## src/rtl/upsample_seq_ctrl.sv

```systemverilog
// upsample_seq_ctrl
// Sequencer for the 18-bit transmit up-sampling chain. A cascade of three
// counters divides the system clock into one-cycle sample, interpolation and
// symbol strobes. One symbol is fetched per symbol period over a valid/ready
// handshake and presented zero-stuffed on x_out (non-zero only at phase 0).
// A small FSM handles start-up (PRIME), steady streaming (RUN), the zero-symbol
// tail after enable drops (FLUSH), and a sticky underflow flag.

module upsample_seq_ctrl #(
    parameter int SAM_DIV    = 4,
    parameter int INT_RATIO  = 2,
    parameter int SYM_RATIO  = 2,
    parameter int FLUSH_SYMS = 8,
    localparam int PH_N = INT_RATIO * SYM_RATIO,
    localparam int PW   = (PH_N > 1) ? $clog2(PH_N) : 1
) (
    input  logic          clk,
    input  logic          reset,
    input  logic          enable,
    input  logic          sym_valid,
    input  logic [17:0]   sym_data,
    output logic          sym_ready,
    input  logic          clr_underflow,
    output logic          sam_en,
    output logic          int_en,
    output logic          sym_en,
    output logic [PW-1:0] phase,
    output logic [17:0]   x_out,
    output logic          running,
    output logic          underflow
);

    // Counter widths; a divide-by-one stage still gets a one-bit counter that
    // simply stays at zero.
    localparam int SW = (SAM_DIV   > 1) ? $clog2(SAM_DIV)   : 1;
    localparam int IW = (INT_RATIO > 1) ? $clog2(INT_RATIO) : 1;
    localparam int YW = (SYM_RATIO > 1) ? $clog2(SYM_RATIO) : 1;
    localparam int FW = $clog2(FLUSH_SYMS + 1);

    localparam logic [SW-1:0] SAM_LAST   = SW'(SAM_DIV - 1);
    localparam logic [IW-1:0] INT_LAST   = IW'(INT_RATIO - 1);
    localparam logic [YW-1:0] SYM_LAST   = YW'(SYM_RATIO - 1);
    localparam logic [FW-1:0] FLUSH_INIT = FW'(FLUSH_SYMS);
    localparam logic [FW-1:0] FLUSH_ONE  = FW'(1);

    typedef enum logic [1:0] {
        IDLE  = 2'd0,
        PRIME = 2'd1,
        RUN   = 2'd2,
        FLUSH = 2'd3
    } state_t;

    state_t        state;
    state_t        state_next;

    logic [SW-1:0] sam_cnt;
    logic [IW-1:0] int_cnt;
    logic [YW-1:0] sym_cnt;
    logic [FW-1:0] flush_cnt;
    logic [17:0]   sym_reg;

    logic [17:0]   sym_next;
    logic          flush_load;
    logic          flush_dec;
    logic          uf_set;

    // Strobes are pure decodes of the counter cascade, so each one lands in
    // the same cycle the counters below it wrap.
    assign running = (state == RUN) || (state == FLUSH);
    assign sam_en  = running && (sam_cnt == SAM_LAST);
    assign int_en  = sam_en  && (int_cnt == INT_LAST);
    assign sym_en  = int_en  && (sym_cnt == SYM_LAST);

    // Sample index within the symbol; truncation to PW bits is exact because
    // the largest value is PH_N-1.
    assign phase = PW'(int_cnt) + PW'(INT_RATIO) * PW'(sym_cnt);

    // Zero-stuffing: the held symbol only appears at the first sample slot.
    assign x_out = (running && (phase == '0)) ? sym_reg : '0;

    // State register.
    always_ff @(posedge clk) begin
        if (!reset) begin
            state <= IDLE;
        end else begin
            state <= state_next;
        end
    end

    // Next-state, handshake and symbol-load decisions.
    always_comb begin
        state_next = state;
        sym_ready  = 1'b0;
        sym_next   = sym_reg;
        flush_load = 1'b0;
        flush_dec  = 1'b0;
        uf_set     = 1'b0;
        case (state)
            IDLE: begin
                sym_next = '0;
                if (enable) begin
                    state_next = PRIME;
                end
            end
            PRIME: begin
                sym_ready = 1'b1;
                if (!enable) begin
                    state_next = IDLE;
                end else if (sym_valid) begin
                    sym_next   = sym_data;
                    state_next = RUN;
                end
            end
            RUN: begin
                sym_ready = sym_en && enable;
                if (sym_en) begin
                    if (enable) begin
                        if (sym_valid) begin
                            sym_next = sym_data;
                        end else begin
                            sym_next = '0;
                            uf_set   = 1'b1;
                        end
                    end else begin
                        sym_next   = '0;
                        flush_load = 1'b1;
                        state_next = FLUSH;
                    end
                end
            end
            FLUSH: begin
                sym_next = '0;
                if (sym_en) begin
                    flush_dec = 1'b1;
                    if (flush_cnt == FLUSH_ONE) begin
                        state_next = IDLE;
                    end
                end
            end
            default: begin
                state_next = IDLE;
            end
        endcase
    end

    // Held symbol and remaining flush-period count.
    always_ff @(posedge clk) begin
        if (!reset) begin
            sym_reg   <= '0;
            flush_cnt <= '0;
        end else begin
            sym_reg <= sym_next;
            if (flush_load) begin
                flush_cnt <= FLUSH_INIT;
            end else if (flush_dec) begin
                flush_cnt <= flush_cnt - FW'(1);
            end
        end
    end

    // Counter cascade: held at zero unless running, each stage steps on the
    // strobe of the stage below and wraps when its own strobe fires.
    always_ff @(posedge clk) begin
        if (!reset) begin
            sam_cnt <= '0;
            int_cnt <= '0;
            sym_cnt <= '0;
        end else if (!running) begin
            sam_cnt <= '0;
            int_cnt <= '0;
            sym_cnt <= '0;
        end else begin
            sam_cnt <= sam_en ? '0 : sam_cnt + SW'(1);
            if (sam_en) begin
                int_cnt <= int_en ? '0 : int_cnt + IW'(1);
            end
            if (int_en) begin
                sym_cnt <= sym_en ? '0 : sym_cnt + YW'(1);
            end
        end
    end

    // Sticky underflow; a new underflow in the same cycle as a clear wins.
    always_ff @(posedge clk) begin
        if (!reset) begin
            underflow <= 1'b0;
        end else if (uf_set) begin
            underflow <= 1'b1;
        end else if (clr_underflow) begin
            underflow <= 1'b0;
        end
    end

endmodule

```

## config.mk

```make
export PLATFORM = sky130hd
export DESIGN_NAME = upsample_seq_ctrl
export DESIGN_NICKNAME = d
export VERILOG_FILES = /design/src/rtl/upsample_seq_ctrl.sv
export SDC_FILE = /design/constraint.sdc
export NUM_CORES = 1
export LEC_CHECK = 0
export ABC_AREA = 1
export CAP_MARGIN = 20
export CORE_MARGIN = 4
export CORE_UTILIZATION = 52
export CTS_BUF_LIST = sky130_fd_sc_hd__clkbuf_4 sky130_fd_sc_hd__clkbuf_8
export DETAILED_ROUTE_END_ITERATION = 16
export PLACE_DENSITY = 0.88
export SLEW_MARGIN = 20
export SYNTH_ARGS = -nofsm -noshare
export SYNTH_HDL_FRONTEND = slang
export SYNTH_SLANG_ARGS = --single-unit
```

## constraint.sdc

```tcl
create_clock -name clk -period 4.35 [get_ports clk]
set_input_delay 1.0875 -clock clk [delete_from_list [all_inputs] [get_ports clk]]
set_output_delay 1.0875 -clock clk [all_outputs]
set_load 0.02 [all_outputs]
```

==> results.py, run 1 <==
metrics = {
    "status": {
        "outcome": "finished clean",
    },
    "finish": {
        "largest_reg_flops": 18,
        "final_util": 0.745,
        "syn_to_final_growth_pct": 33.3,
        "drive_gt1_frac": 0.0603,
        "finalInstanceArea_sq_um": 2110,
        "nNetsFinal": 312,
        "insertedDiodeCount": 0,
    },
    "pwr": {
        "p_comb_frac": 0.451,
        "peakVddDrop_mv": 0.334,
        "power.leakage_nw": 0.908,
        "internal-power_mw": 0.585,
        "swShare": 0.405,
        "p_per_area_nw_per_um2": 466,
        "power_frac_clock": 0.173,
        "p_sw_mw": 0.398,
        "pwr-share-seq": 0.377,
    },
    "timing": {
        "relSlewSlack": 0.465,
        "drv_slew": 0,
        "tns_ns": 0,
        "skew_ns": 0.00634,
        "fin_crit_sh": 0.851,
        "grt_setup_unrepaired": "no",
        "finalSetupViolCount": 0,
        "fmax_mhz": 270,
        "worst_slew_pin_slew_ns": 0.799,
        "hold_viol": 0,
        "fin_crit_ns": 3.70,
    },
    "clock_tree": {
        "postCtsSetupRepairBufs": 0,
        "clk_pin_slew_ns": 0.08,
        "cts_hold_buf": 0,
        "cts-root-buf": "clkbuf_4",
        "clock_latency_ns": 0.33,
        "cts_max_path_buffers": 2,
        "numCtsBuffers": 5,
        "htreeDepth": 2,
        "clkSinkCount": 29,
        "cts_resized": 0,
        "cts_tree": "yes",
    },
    "place": {
        "dpl_cell_area_sq_um": 2050,
        "gp_congestion": 0.776,
        "dp.final_hpwl_microns": 2500,
        "numPortBuffers": 48,
    },
    "routing": {
        "drtIter0Drc": 59,
        "vias": 1534,
        "dr.pass1.iters": 4,
        "ant_nets": 0,
        "wl_microns": 3520,
        "wl_per_cell_microns": 11.2,
        "drcViolationCount": 0,
        "viasPerCell": 4.90,
    },
    "worst_setup_path": {
        "crit_arrival_ns": 2.61,
        "critPathLaunchType": "register",
        "end_kind": "output port",
        "rr_endpoint": "sym_reg[10]",
        "ff2ff_path_depth": 8,
        "r2r_slack_ns": 2.60,
        "r2r-start": "state[0]",
        "cp.required_ns": 3.26,
        "crit_type": "register to output port",
        "crit_start": "state[0]",
        "crit_end": "x_out[8]",
        "path_max_fanout": 18,
    },
    "floorplan": {
        "coreArea_sq_um": 2830,
        "die_x_microns": 63.2,
        "die_area_sq_um": 3990,
        "die_h_microns": 63.2,
        "start_util": 0.559,
        "pin_count": 49,
        "placementRows": 19,
    },
    "worst_hold_path": {
        "hp-class": "register to register",
    },
    "grt": {
        "grt_max_degree": 37,
        "grt_pass1_vias": 1373,
        "grt_pass1_wl_microns": 5970,
        "antenna_found_initial": 0,
        "overflow": 0,
        "grtUsageTotal": 0.189,
    },
    "logic_synthesis": {
        "yosys_warnings": 0,
        "synth-seq-cells": 29,
        "syn-cell-area_sq_um": 1580,
        "syn_nets": 266,
        "synth.avg_cell_area_sq_um": 6.70,
        "synthArstFlopShare": 0,
        "synthCells": 236,
        "yosysSeqAreaShare": 0.367,
        "ys.flop_type": "dfxtp_1",
        "synth_cell_types": 27,
        "synth_edf_count": 0,
    },
    "flow_run": {
        "maxCapViolCount": 0,
    },
}
## synth_stat cells (2+ instances only)
library cell   n  area (sq um)
a21oi_1       22           110
buf_2          2          10.0
buf_4          4          30.0
clkbuf_1       3          11.3
dfxtp_1       29           581
ha_1           7          87.6
inv_1         52           195
inv_2          5          18.8
nand2_1       23          86.3
nand2_4        2          22.5
nand3_1       10          50.1
nand4_1        2          12.5
nor2_1        44           165
o21ai_0       17          85.1
o21bai_1       2          15.0
## area by class of cell
type | instances | area [sq um]
Clock buffer | 7 | 58.8
Tap cell | 31 | 38.8
Fill cell | 237 | 721
Multi-Input combinational cell | 141 | 736
Sequential cell | 29 | 581
Inverter | 57 | 214
Timing Repair Buffer | 48 | 480
## power groups by stage
stage               clock network, mW  logic (mW)  registers (mW)
finish                          0.170       0.443           0.370
global route                    0.188       0.502           0.379
CTS                             0.174       0.445           0.370
detailed placement                  0       0.443           0.377
global placement                    0       0.435           0.374
floorplan                           0       0.339           0.370
## cells in the final DEF (no fill, tap or decap), types with 6 or more instances in the layout
cell type        Yosys  routed
nand2_1             23      23
a21oi_1             22      22
clkdlybuf4s50_1      0      48
nand3_1             10      10
inv_1               52      52
nor2_1              44      44
ha_1                 7       7
dfxtp_1             29      29
o21ai_0             17      17
clkbuf_4             0       6
## per-stage QoR
| stage | total power [mW] | cells | setup slack [ns] | hold WS [ns] |
|---|---|---|---|---|
| after floorplan | 0.709 | 236 | 1.69 | 0.404 |
| after global placement | 0.808 | 306 | 0.710 | 0.415 |
| after detailed placement | 0.820 | 306 | 0.698 | 0.417 |
| after CTS | 0.990 | 313 | 0.627 | 0.429 |
| after global routing | 1.07 | 313 | 0.383 | 0.457 |
| final | 0.983 | 313 | 0.649 | 0.427 |
## worst max-delay path, stage by stage (launching register included)
cell and delay [ns]:
dfxtp_1 0.36, inv_1 0.10, ha_1 0.26, inv_2 0.08
nand2_4 0.09, nand3_1 0.48, nor2_1 0.27, clkdlybuf4s50_1 0.64
## how the worst min path moves through the flow
| stage | start | endpoint | slack [ns] | cells after the start |
|---|---|---|---|---|
| after global placement | sam_cnt[0] | sam_cnt[0] | 0.42 | 1 |
| after detailed placement | sam_cnt[0] | sam_cnt[0] | 0.42 | 1 |
| after CTS | sam_cnt[0] | sam_cnt[0] | 0.43 | 1 |
| after floorplan | sam_cnt[0] | sam_cnt[0] | 0.40 | 1 |
| final | sam_cnt[0] | sam_cnt[0] | 0.43 | 1 |
| after global routing | sam_cnt[0] | sam_cnt[0] | 0.46 | 1 |
## metal layers
| layer | vias to the layer above | GRT usage | part of all wire |
|---|---|---|---|
| li1 | 807 | - | - |
| met1 | 675 | 0.206 | 0.43 |
| met2 | 46 | 0.328 | 0.49 |
| met3 | 6 | 0.0710 | 0.063 |
| met4 | 0 | 0.0744 | 0.017 |
| met5 | - | 0 | 0 |
## logic make-up after synthesis
kind of cell | synth area share
DFF | 0.367
adders and majority gates | 0.0554
AOI/OAI and AO/OA | 0.165
and+or+nand+nor | 0.245
buffers and inverters | 0.168
Note: power is estimated with default switching activity, not from simulation.
==> run 2, diff against run 1 <==
--- a/config.mk
+++ b/config.mk
@@ -6,12 +6,12 @@
 export NUM_CORES = 1
 export LEC_CHECK = 0
 export ABC_AREA = 1
-export CAP_MARGIN = 20
 export CORE_MARGIN = 4
 export CORE_UTILIZATION = 52
 export CTS_BUF_LIST = sky130_fd_sc_hd__clkbuf_4 sky130_fd_sc_hd__clkbuf_8
 export DETAILED_ROUTE_END_ITERATION = 16
 export PLACE_DENSITY = 0.88
+export SKIP_CTS_REPAIR_TIMING = 1
 export SLEW_MARGIN = 20
 export SYNTH_ARGS = -nofsm -noshare
 export SYNTH_HDL_FRONTEND = slang
==> results of run 2 <==
No change in the layout: final DEF, timing and power equal those of run 1.
